### src/rtl/rca_seq_adder.sv
// Sequential wide adder: one shared SLICE-bit ripple-carry slice is reused NSLICE times, LSB slice first.
// Latency: out_valid rises NSLICE cycles after the accept edge; in_ready is high only in IDLE.
// Backpressure: the result is held in DONE until out_ready; optional signed overflow via macro RCA_SEQ_OVF_EN.
module rca_seq_adder #(
    parameter int WIDTH = 16,
    parameter int SLICE = 4
) (
    input  logic             clk,
    input  logic             rst_n,
    input  logic             in_valid,
    output logic             in_ready,
    input  logic [WIDTH-1:0] a,
    input  logic [WIDTH-1:0] b,
    input  logic             cin,
    output logic             out_valid,
    input  logic             out_ready,
    output logic [WIDTH-1:0] sum,
    output logic             cout,
    output logic [WIDTH:0]   out,
    output logic             busy,
    output logic             ovf
);

    localparam int NSLICE = WIDTH / SLICE;
    localparam int CW     = (NSLICE > 1) ? $clog2(NSLICE) : 1;
    localparam logic [CW-1:0] LAST = CW'(NSLICE - 1);

    typedef enum logic [1:0] {
        S_IDLE,
        S_RUN,
        S_DONE
    } state_t;

    state_t           r_state;
    state_t           w_state_nxt;
    logic [WIDTH-1:0] r_a;
    logic [WIDTH-1:0] r_b;
    logic [WIDTH-1:0] r_sum;
    logic             r_carry;
    logic             r_cout;
    logic [CW-1:0]    r_cnt;
    logic [SLICE-1:0] w_a_slc;
    logic [SLICE-1:0] w_b_slc;
    logic [SLICE:0]   w_slc;
    logic             w_accept;
    logic             w_last;

    assign w_accept = (r_state == S_IDLE) && in_valid;
    assign w_last   = (r_state == S_RUN) && (r_cnt == LAST);

    // Pick the operand slice addressed by the step counter.
    always_comb begin
        w_a_slc = '0;
        w_b_slc = '0;
        for (int i = 0; i < NSLICE; i++) begin
            if (r_cnt == CW'(i)) begin
                w_a_slc = r_a[i*SLICE +: SLICE];
                w_b_slc = r_b[i*SLICE +: SLICE];
            end
        end
    end

    // The shared slice: top bit is the carry handed to the next step.
    assign w_slc = {1'b0, w_a_slc} + {1'b0, w_b_slc} + {{SLICE{1'b0}}, r_carry};

    // State register.
    always_ff @(posedge clk or negedge rst_n) begin
        if (!rst_n) begin
            r_state <= S_IDLE;
        end else begin
            r_state <= w_state_nxt;
        end
    end

    // Next-state: accept only in IDLE, hand off only in DONE, so the two never coincide.
    always_comb begin
        w_state_nxt = r_state;
        case (r_state)
            S_IDLE:  if (in_valid) w_state_nxt = S_RUN;
            S_RUN:   if (r_cnt == LAST) w_state_nxt = S_DONE;
            S_DONE:  if (out_ready) w_state_nxt = S_IDLE;
            default: w_state_nxt = S_IDLE;
        endcase
    end

    // Operand capture and one slice step per RUN cycle; results are frozen outside RUN.
    always_ff @(posedge clk or negedge rst_n) begin
        if (!rst_n) begin
            r_a     <= '0;
            r_b     <= '0;
            r_sum   <= '0;
            r_carry <= 1'b0;
            r_cout  <= 1'b0;
            r_cnt   <= '0;
        end else if (w_accept) begin
            r_a     <= a;
            r_b     <= b;
            r_sum   <= '0;
            r_carry <= cin;
            r_cout  <= 1'b0;
            r_cnt   <= '0;
        end else if (r_state == S_RUN) begin
            for (int i = 0; i < NSLICE; i++) begin
                if (r_cnt == CW'(i)) begin
                    r_sum[i*SLICE +: SLICE] <= w_slc[SLICE-1:0];
                end
            end
            r_carry <= w_slc[SLICE];
            r_cnt   <= r_cnt + 1'b1;
            if (w_last) begin
                r_cout <= w_slc[SLICE];
            end
        end
    end

`ifdef RCA_SEQ_OVF_EN
    logic r_ovf;

    // Signed overflow: like-signed operands whose final sum MSB (last slice's top bit) flips sign.
    always_ff @(posedge clk or negedge rst_n) begin
        if (!rst_n) begin
            r_ovf <= 1'b0;
        end else if (w_accept) begin
            r_ovf <= 1'b0;
        end else if (w_last) begin
            r_ovf <= (r_a[WIDTH-1] == r_b[WIDTH-1]) && (w_slc[SLICE-1] != r_a[WIDTH-1]);
        end
    end

    assign ovf = r_ovf;
`else
    assign ovf = 1'b0;
`endif

    assign in_ready  = (r_state == S_IDLE);
    assign out_valid = (r_state == S_DONE);
    assign busy      = (r_state != S_IDLE);
    assign sum       = r_sum;
    assign cout      = r_cout;
    assign out       = {r_cout, r_sum};

endmodule

### config.mk
export PLATFORM = sky130hd
export DESIGN_NAME = rca_seq_adder
export DESIGN_NICKNAME = d
export VERILOG_FILES = /design/src/rtl/rca_seq_adder.sv
export SDC_FILE = /design/constraint.sdc
export NUM_CORES = 1
export LEC_CHECK = 0
export BUFFER_PORTS_ARGS = -buffer_cell sky130_fd_sc_hd__buf_4
export CAP_MARGIN = 15
export CORE_AREA = 2 2 80 82
export CTS_CLUSTER_DIAMETER = 120
export DETAILED_ROUTE_END_ITERATION = 12
export DIE_AREA = 0 0 82 84
export PLACE_DENSITY = 0.74
export SETUP_SLACK_MARGIN = 0.15
export SYNTH_ARGS = -nofsm -noshare
export SYNTH_HDL_FRONTEND = slang
export SYNTH_SLANG_ARGS = --single-unit
### constraint.sdc
create_clock -name clk -period 2.7 [get_ports clk]
set_input_delay 0.27 -clock clk [delete_from_list [all_inputs] [get_ports clk]]
set_output_delay 0.27 -clock clk [all_outputs]
set_load 0.005 [all_outputs]
==> metrics.txt <==
Clock Path Buffers 2; Synth area leaders dfrtp_1 49%, mux2_2 13%, buf_4 5.5%, a21oi_1 4.8%, ha_1 3.2%; main combinational cell family by area after synthesis multiplexers; area leader, netlist dfrtp_1; WL final between 5000 and 6000 um; # setup viols final 0; core box area 6096 um2; Seq/Total Area, Yosys 0.4947; Clock Skews 0.01314 ns; I/O Pins 75; CTS Root Cell clkbuf_8; PortBufs 73; critical path's slowest cell fa_2; Num CTS Buffers 5; Synth Instances between 200 and 300; PwrDens between 1000 and 1500 nW/um2; ant diodes 0; die width approximately 82 um; mux cell area share after synthesis 0.1319; Worst Tran Pin Value between 0.6 and 0.7 ns; Simple-Gate Fraction of Synth Area 0.1186; RePlAce Congestion approximately 0.83; vias in the first global route between 2,000 and 2,500; commonest non-fill, non-tap cell in the layout buf_4; XOR/XNOR Fraction of Synth Area 0.006413; Yosys cell types 31; post-DR wirelength/cell between 10 and 15 um; layout cells sized above 1 0.5142; CTS tree done; Worst VDD drop 705.1 uV; register bit total from synthesis 54; Finished Layout Cells just under 400; Net Count, Synth approximately 300; Setup CP Type register to register; Area growth, synth to finish 29.91%; pins over their slew limit 0; Clk pin slew, worst setup/hold paths 0.10 ns; most frequent cells in the layout 85 x buf_4, 52 x dfrtp_1, 32 x mux2_2; worst path required time about 2.9 ns; most used cell, CP fa_2; vias between 2,000 and 2,500; CP max stage delay 0.48 ns; fmax between 300 and 400 MHz; Total GRT Usage 0.1760; H-tree lvl count 2; delay-heaviest family, CP adder cells; Post-Syn Area per Cell approximately 11 um2; Final #Nets between 300 and 400; largest net degree at the start of global routing 55; DRT iter0 DRCs 123; Leak ~0.0016 uW; status finished with violations; # rows 29; worst r2r src r_cnt[0]; MaxCap Viol Count 0; critical-path maximum fanout 7; antenna viol nets, final 0; Hold Buf Count CTS 0; DIE AREA between 6000 and 7000 um2; initial antenna violation count 0; Synth top area share 0.4947; worst r2r path cells 10; min Tclk post-route between 2 and 3 ns; area fraction in compound gates after synthesis 0.1145; CP Launch Type register; CP cell instances buf_6 > ha_4 > nor2b_2 > a221oi_4 > nor3_2 > a21oi_2 > fa_2 > fa_2 > or2_2 > a21oi_1; Worst R2R End sum[5]; area share of fa/ha/maj cells after synthesis 0.04672; hold slack -0.01292 ns; via/cell ratio about 5.3; failing checks negative hold slack; HP Class input pin to async pin; first-pass GRT wire length between 9000 and 10,000 um; GRT overflow 0; HPWL after detailed placement approximately 4000 um; Worst Setup End Kind register; Critical path buffers and inverters 1; Slew HR 0.5523; Starting Density 0.4481; flop2flop setup slack ~0.045 ns; TritonCTS Sinks between 50 and 60; Synth warnings 0; placed cells around 380; RSZ-0062 raised after global routing true; Pre-antenna DRT Iters 4; Hold Violations, Final 12; Clock Latency Late Sink around 0.31 ns; Mapped Area 2731 um2; DR DRC count 0; Setup TNS 0 ns; Die Ht between 80 and 90 um; Arr. time, crit path 2.90 ns; Tcrit/Tclk final 0.9834
[logic make-up (layout without fill, tap and decap cells)]
group           after synthesis  in the layout
compound gates               52             52
buf+inv                      37            103
flops                        54             54
xor+xnor                      2              2
fa+ha+maj                     9              9
simple gates                 64             64
other cells                   1              1
mux                          32             32
[power breakdown]
part	internal (uW)	total, uW	switching, uW
combinational	1530	2840	1310
sequential	1180	1470	286
clock	277	534	257
[per-layer routing]
metal | track usage | up-vias | wire length, um
met5 | 0 | - | 0
met4 | 0.07879 | 0 | 99
met3 | 0.03571 | 10 | 362
met2 | 0.2794 | 73 | 2915
met1 | 0.2291 | 1006 | 2490
li1 | - | 981 | -
[area by class of cell]
type	count	area, um2
flip-flops and latches	54	1354
inverters	6	27.53
repair buffers	89	691.9
clock inverters	2	37.54
fillers	519	2547
multi-input cells	160	1269
clock buffers	6	72.57
well taps	77	96.34
[state kept, by name, indices dropped and copies added (netlist names)]
register  cells
cout          1
r_a          16
r_b          16
r_carry       1
r_cnt         2
r_state       2
sum          16
[cell usage after synthesis]
master and number:
a21o_1 2, a21oi_1 26, a221o_1 1, a221oi_1 6, a22o_1 1, a32o_1 1
and2_1 1, buf_2 4, buf_4 20, buf_6 2, clkbuf_1 5, conb_1 1
dfrtp_1 54, fa_1 2, ha_1 7, inv_1 6, mux2_2 32, nand2_1 23
nand2b_1 2, nand3_1 4, nand3b_1 2, nor2_1 4, nor2_2 1, nor2b_1 14
nor3_1 5, o21ai_0 11, o21bai_1 1, o2bb2ai_1 1, o31ai_1 2, or2_2 8
xnor2_1 2
[worst max-delay path by stage]
stage,slack (ns),startpoint,depth (start not counted),endpoint
6_report,0.04,r_cnt[0],10,sum[5]
5_1_grt,-0.09,r_cnt[0],10,sum[5]
4_1_cts,0.11,r_cnt[1],12,r_carry
3_5_place_dp,0.02,r_cnt[1],12,r_carry
3_3_place_gp,0.11,r_cnt[0],9,sum[5]
2_1_floorplan,0.16,r_cnt[1],10,sum[13]
[stage by stage]
step | instance area (um2) | total power [uW] | util | worst slack (ns)
after global placement | 3228 | 3683 | 0.5296 | 0.1098
final | 3548 | 4838 | 0.5821 | 0.04475
after CTS | 3382 | 4464 | 0.5548 | 0.1141
after floorplan | 2756 | 3116 | - | 0.1591
after detailed placement | 3228 | 3768 | 0.5296 | 0.02258
after global routing | 3548 | 5233 | 0.5821 | -0.09308
[timing repair]
| item | CTS | global route |
|---|---|---|
| pin swaps | 1 | 11 |
| setup endpoints to repair | 13 | 17 |
| gates resized for setup | 4 | 36 |
| buffers inserted | 3 | 6 |
Note: power is estimated with default switching activity, not from simulation.
